### src/rtl/basicgates_bist.sv
`default_nettype none
// ============================================================================
//  Module   : basicgates_bist
//  Purpose  : Self-test controller for a two-input basic-gate block. Sweeps
//             all four {a,b} vectors, checks the six gate outputs and reports
//             pass/fail, a saturating error count and the first failure.
//  Revision : 1.0 - initial release
// ============================================================================
module basicgates_bist #(
    parameter int SETTLE_CYCLES = 2,
    parameter int ERR_W         = 4,
    parameter bit LOOP          = 1'b0
) (
    input  logic             clk,
    input  logic             rst_n,
    input  logic             start,
    input  logic             andc,
    input  logic             orc,
    input  logic             nandc,
    input  logic             norc,
    input  logic             xorc,
    input  logic             xnorc,
    output logic             a,
    output logic             b,
    output logic             busy,
    output logic             done,
    output logic             pass,
    output logic [ERR_W-1:0] err_cnt,
    output logic [1:0]       fail_vec,
    output logic [5:0]       fail_mask
);

    localparam int c_CNT_W = (SETTLE_CYCLES > 1) ? $clog2(SETTLE_CYCLES) : 1;
    localparam logic [c_CNT_W-1:0] c_SETTLE_LAST =
        c_CNT_W'((SETTLE_CYCLES > 0) ? SETTLE_CYCLES - 1 : 0);

    typedef enum logic [2:0] {
        S_IDLE   = 3'd0,
        S_DRIVE  = 3'd1,
        S_SETTLE = 3'd2,
        S_CHECK  = 3'd3,
        S_DONE   = 3'd4
    } state_t;

    state_t             state_q;
    logic [1:0]         vec_q;
    logic [c_CNT_W-1:0] settle_q;
    logic               sweep_err_q;

    logic [5:0]         w_expected;
    logic [5:0]         w_actual;
    logic [5:0]         w_diff;
    logic               w_mismatch;
    logic [ERR_W-1:0]   err_cnt_d;

    always_comb begin
        w_expected = {a & b, a | b, ~(a & b), ~(a | b), a ^ b, ~(a ^ b)};
        w_actual   = {andc, orc, nandc, norc, xorc, xnorc};
        w_diff     = w_expected ^ w_actual;
        w_mismatch = |w_diff;
        err_cnt_d  = (err_cnt == {ERR_W{1'b1}}) ? err_cnt : err_cnt + ERR_W'(1);
    end

    always_ff @(posedge clk or negedge rst_n) begin
        if (!rst_n) begin
            state_q     <= S_IDLE;
            vec_q       <= 2'd0;
            settle_q    <= '0;
            sweep_err_q <= 1'b0;
            a           <= 1'b0;
            b           <= 1'b0;
            busy        <= 1'b0;
            done        <= 1'b0;
            pass        <= 1'b0;
            err_cnt     <= '0;
            fail_vec    <= 2'd0;
            fail_mask   <= 6'd0;
        end else begin
            // In loop mode done is a single-cycle pulse.
            if (LOOP) begin
                done <= 1'b0;
            end
            case (state_q)
                S_IDLE, S_DONE: begin
                    if (start) begin
                        err_cnt     <= '0;
                        fail_vec    <= 2'd0;
                        fail_mask   <= 6'd0;
                        done        <= 1'b0;
                        pass        <= 1'b0;
                        vec_q       <= 2'd0;
                        sweep_err_q <= 1'b0;
                        busy        <= 1'b1;
                        state_q     <= S_DRIVE;
                    end
                end
                S_DRIVE: begin
                    a        <= vec_q[1];
                    b        <= vec_q[0];
                    settle_q <= '0;
                    state_q  <= (SETTLE_CYCLES == 0) ? S_CHECK : S_SETTLE;
                end
                S_SETTLE: begin
                    if (settle_q == c_SETTLE_LAST) begin
                        settle_q <= '0;
                        state_q  <= S_CHECK;
                    end else begin
                        settle_q <= settle_q + c_CNT_W'(1);
                    end
                end
                S_CHECK: begin
                    if (w_mismatch) begin
                        err_cnt     <= err_cnt_d;
                        sweep_err_q <= 1'b1;
                        // Zero count means nothing captured since start; fail_* persist across loop sweeps.
                        if (err_cnt == '0) begin
                            fail_vec  <= vec_q;
                            fail_mask <= w_diff;
                        end
                    end
                    if (vec_q == 2'd3) begin
                        done        <= 1'b1;
                        pass        <= ~(sweep_err_q | w_mismatch);
                        sweep_err_q <= 1'b0;
                        vec_q       <= 2'd0;
                        if (LOOP) begin
                            state_q <= S_DRIVE;
                        end else begin
                            busy    <= 1'b0;
                            a       <= 1'b0;
                            b       <= 1'b0;
                            state_q <= S_DONE;
                        end
                    end else begin
                        vec_q   <= vec_q + 2'd1;
                        state_q <= S_DRIVE;
                    end
                end
                default: state_q <= S_IDLE;
            endcase
        end
    end

endmodule
`default_nettype wire

### config.mk
export PLATFORM = sky130hd
export DESIGN_NAME = basicgates_bist
export DESIGN_NICKNAME = d
export VERILOG_FILES = /design/src/rtl/basicgates_bist.sv
export SDC_FILE = /design/constraint.sdc
export NUM_CORES = 1
export LEC_CHECK = 0
export BUFFER_PORTS_ARGS = -buffer_cell sky130_fd_sc_hd__buf_2
export CORE_MARGIN = 4
export CORE_UTILIZATION = 57
export DETAILED_ROUTE_END_ITERATION = 8
export GPL_ROUTABILITY_DRIVEN = 0
export PLACE_DENSITY_LB_ADDON = 0.05
export SLEW_MARGIN = 15
export SYNTH_ARGS = -nofsm -noshare
export SYNTH_HDL_FRONTEND = slang
export SYNTH_SLANG_ARGS = --single-unit
### constraint.sdc
create_clock -name clk -period 3.7 [get_ports clk]
set_input_delay 0.37 -clock clk [delete_from_list [all_inputs] [get_ports clk]]
set_output_delay 0.37 -clock clk [all_outputs]
set_load 0.02 [all_outputs]
==> impl_metrics.json <==
{
  "die_h_um": 55.5,
  "synth_top_area_share_pct": 46.6,
  "tightest_slew_ns": 0.525,
  "synthCells": 127,
  "cts_resized": 0,
  "path_max_fanout": 9,
  "crit_buf_inv": 2,
  "synth_edf_count": 0,
  "insertion_delay_ns": 0.31,
  "hp-class": "input pin to async pin",
  "dp.cells": 175,
  "grt_max_degree": 25,
  "async_flop_share_pct": 100,
  "crit_chain": "inv_1 -> ha_1 -> or3b_1 -> a222oi_1 -> buf_4 -> nand2b_1 -> a22o_1",
  "antennaDiodeCount": 0,
  "maxCapViolCount": 0,
  "rows": 16,
  "period_share_pct": 59.1,
  "grt_first_pass_wirelength_mm": 4.69,
  "synth_seq_area_share_pct": 46.6,
  "hold_viol": 0,
  "crit_type": "register to register",
  "wirelength_mm": 2.58,
  "vias_per_cell": 5.67,
  "drt_iter0_markers": 14,
  "fin_nets": 167,
  "htree_num_levels": 1,
  "post_cts_buffers": 0,
  "finalCoreUtilization_pct": 70.4,
  "startpoint_type": "register",
  "vdd_drop_max_uv": 475,
  "antenna_found_initial": 0,
  "first_pass_iters": 4,
  "dieArea_mm2": 0.00308,
  "cpLargestDelayFamily": "compound AO/OA/AOI/OAI gates",
  "ys.flop_type": "dfrtp_1",
  "hpwl_mm": 2.02,
  "drive_gt1_share_pct": 21.9,
  "leakagePower_nw": 0.698,
  "fmax_mhz": 458,
  "cp.required_ns": 3.92,
  "cp.arrival_ns": 2.40,
  "boundaryPins": 26,
  "cts_tree": "yes",
  "fin_crit_ns": 2.19,
  "grt-ovfl-total": 0,
  "track_usage_pct": 18.9,
  "grt_pass1_vias": 1032,
  "cts_sinks": 24,
  "avgSynthCellArea_um2": 10.1,
  "clockBufferDepth": 2,
  "mostFrequentLayoutCell": "buf_2",
  "slowest_delay_ns": 0.41,
  "avgRoutedWirePerCell_um": 14.5,
  "reg2reg_depth": 7,
  "power.density_mw_per_mm2": 752,
  "synthesis.area_mm2": 0.00129,
  "finalNonFillerCells": 178,
  "numPortBuffers": 25,
  "slew_violations": 0,
  "drc": 0,
  "end_kind": "register",
  "ctsHoldBuffers": 0,
  "yosys_warnings": 0,
  "ys_types": 34,
  "cts_root_buf": "clkbuf_4",
  "start_util_pct": 62.4,
  "core_mm2": 0.00206,
  "clk_pin_slew_ns": 0.13,
  "finalSetupViolations": 0,
  "syn_to_final_growth_pct": 12.8,
  "outcome": "finished, final reports clean",
  "rsz0062_at_grt": "false",
  "slowest_stage": "dfrtp_1",
  "antenna_left": 0,
  "finalSetupTns_ns": 0,
  "vias": 1010,
  "cp_num_cells": 7,
  "synthTopCellsByArea": "dfrtp_1, mux2i_1, ha_1",
  "yosysTopAreaCell": "dfrtp_1",
  "fin_skew_ns": 0.00960,
  "power.total_mw": 1.09,
  "layout_common_cells": "buf_2, dfrtp_1, nand2_1",
  "synth_seq_cells": 24,
  "relSlewSlack_pct": 65.0,
  "syn-num-nets": 141,
  "cts-buffers-inserted": 3,
  "die_w_um": 55.5
}
## area by class of cell
type	instances	area (um2)
timing repair buffer	26	133
multi-input combinational	88	626
clock buffer	3	22.5
inverter	10	37.5
tap	27	33.8
sequential	24	601
fill	166	609
## power breakdown
| part | internal [mW] | switching (mW) | total (mW) |
|---|---|---|---|
| Sequential | 0.356 | 0.0941 | 0.450 |
| Clock | 0.0380 | 0.0737 | 0.112 |
| Combinational | 0.220 | 0.311 | 0.531 |
| Total | 0.614 | 0.479 | 1.09 |
## sequential cells by signal (all words and copies together) (netlist names)
signal / count
b: 1
err_cnt: 4
vec_q: 2
sweep_err_q: 1
done: 1
settle_q: 1
busy: 1
pass: 1
fail_mask: 6
fail_vec: 2
state_q: 3
a: 1
## per-layer routing
metal,track usage (%),wire length [um],up-vias
li1,-,-,490
met4,6.94,26,0
met5,0,0,-
met2,32.4,1290,20
met1,23.4,1160,496
met3,3.50,97,4
## logic make-up (layout without fill, tap and decap cells)
| group | after synthesis | count (layout) | share of synthesized area [%] |
|---|---|---|---|
| AND/OR/NAND/NOR | 45 | 45 | 18.3 |
| XOR/XNOR | 7 | 7 | 4.76 |
| AO/OA/AOI/OAI | 20 | 20 | 12.0 |
| flip-flops | 24 | 24 | 46.6 |
| adder cells (fa/ha/maj) | 5 | 5 | 4.86 |
| multiplexers | 11 | 11 | 8.65 |
| buffers and inverters | 15 | 39 | 4.76 |
## cell usage after synthesis, types with 2 or more instances
master    count
o211ai_1      2
mux2i_1      10
a21oi_1       2
inv_1        10
ha_1          5
nor2_1        7
or3b_1        3
xor2_1        3
o21ai_0       3
clkbuf_1      3
nand3b_1      4
a22o_1        4
xnor2_1       4
nand3_1       6
nand2_1      16
nor3_1        2
o21ai_1       3
dfrtp_1      24
## per-stage QoR
| stage | area, um2 | worst slack (ns) | hold slack [ns] |
|---|---|---|---|
| 2_1_floorplan | 1290 | 1.54 | 0.0744 |
| 3_3_place_gp | 1430 | 1.61 | 0.374 |
| 3_5_place_dp | 1430 | 1.53 | 0.383 |
| 4_1_cts | 1450 | 1.50 | 0.0296 |
| 5_1_grt | 1450 | 1.37 | 0.0464 |
| 6_report | 1450 | 1.51 | 0.0114 |
## path summary, 6_finish.rpt
check	start	endpoint	slack, ns
worst max-delay path	a$_DFFE_PN0P_	sweep_err_q$_DFFE_PN0P_	1.51
worst min-delay path	rst_n	err_cnt[3]$_DFFE_PN0P_	0.01
worst max register to register	a$_DFFE_PN0P_	sweep_err_q$_DFFE_PN0P_	1.51
worst min register to register	sweep_err_q$_DFFE_PN0P_	sweep_err_q$_DFFE_PN0P_	0.51
max in group asynchronous	rst_n	a$_DFFE_PN0P_	3.33
min in group clk	start	state_q[2]$_DFFE_PN0P_	0.24
Power figures use the tool's default switching activity.
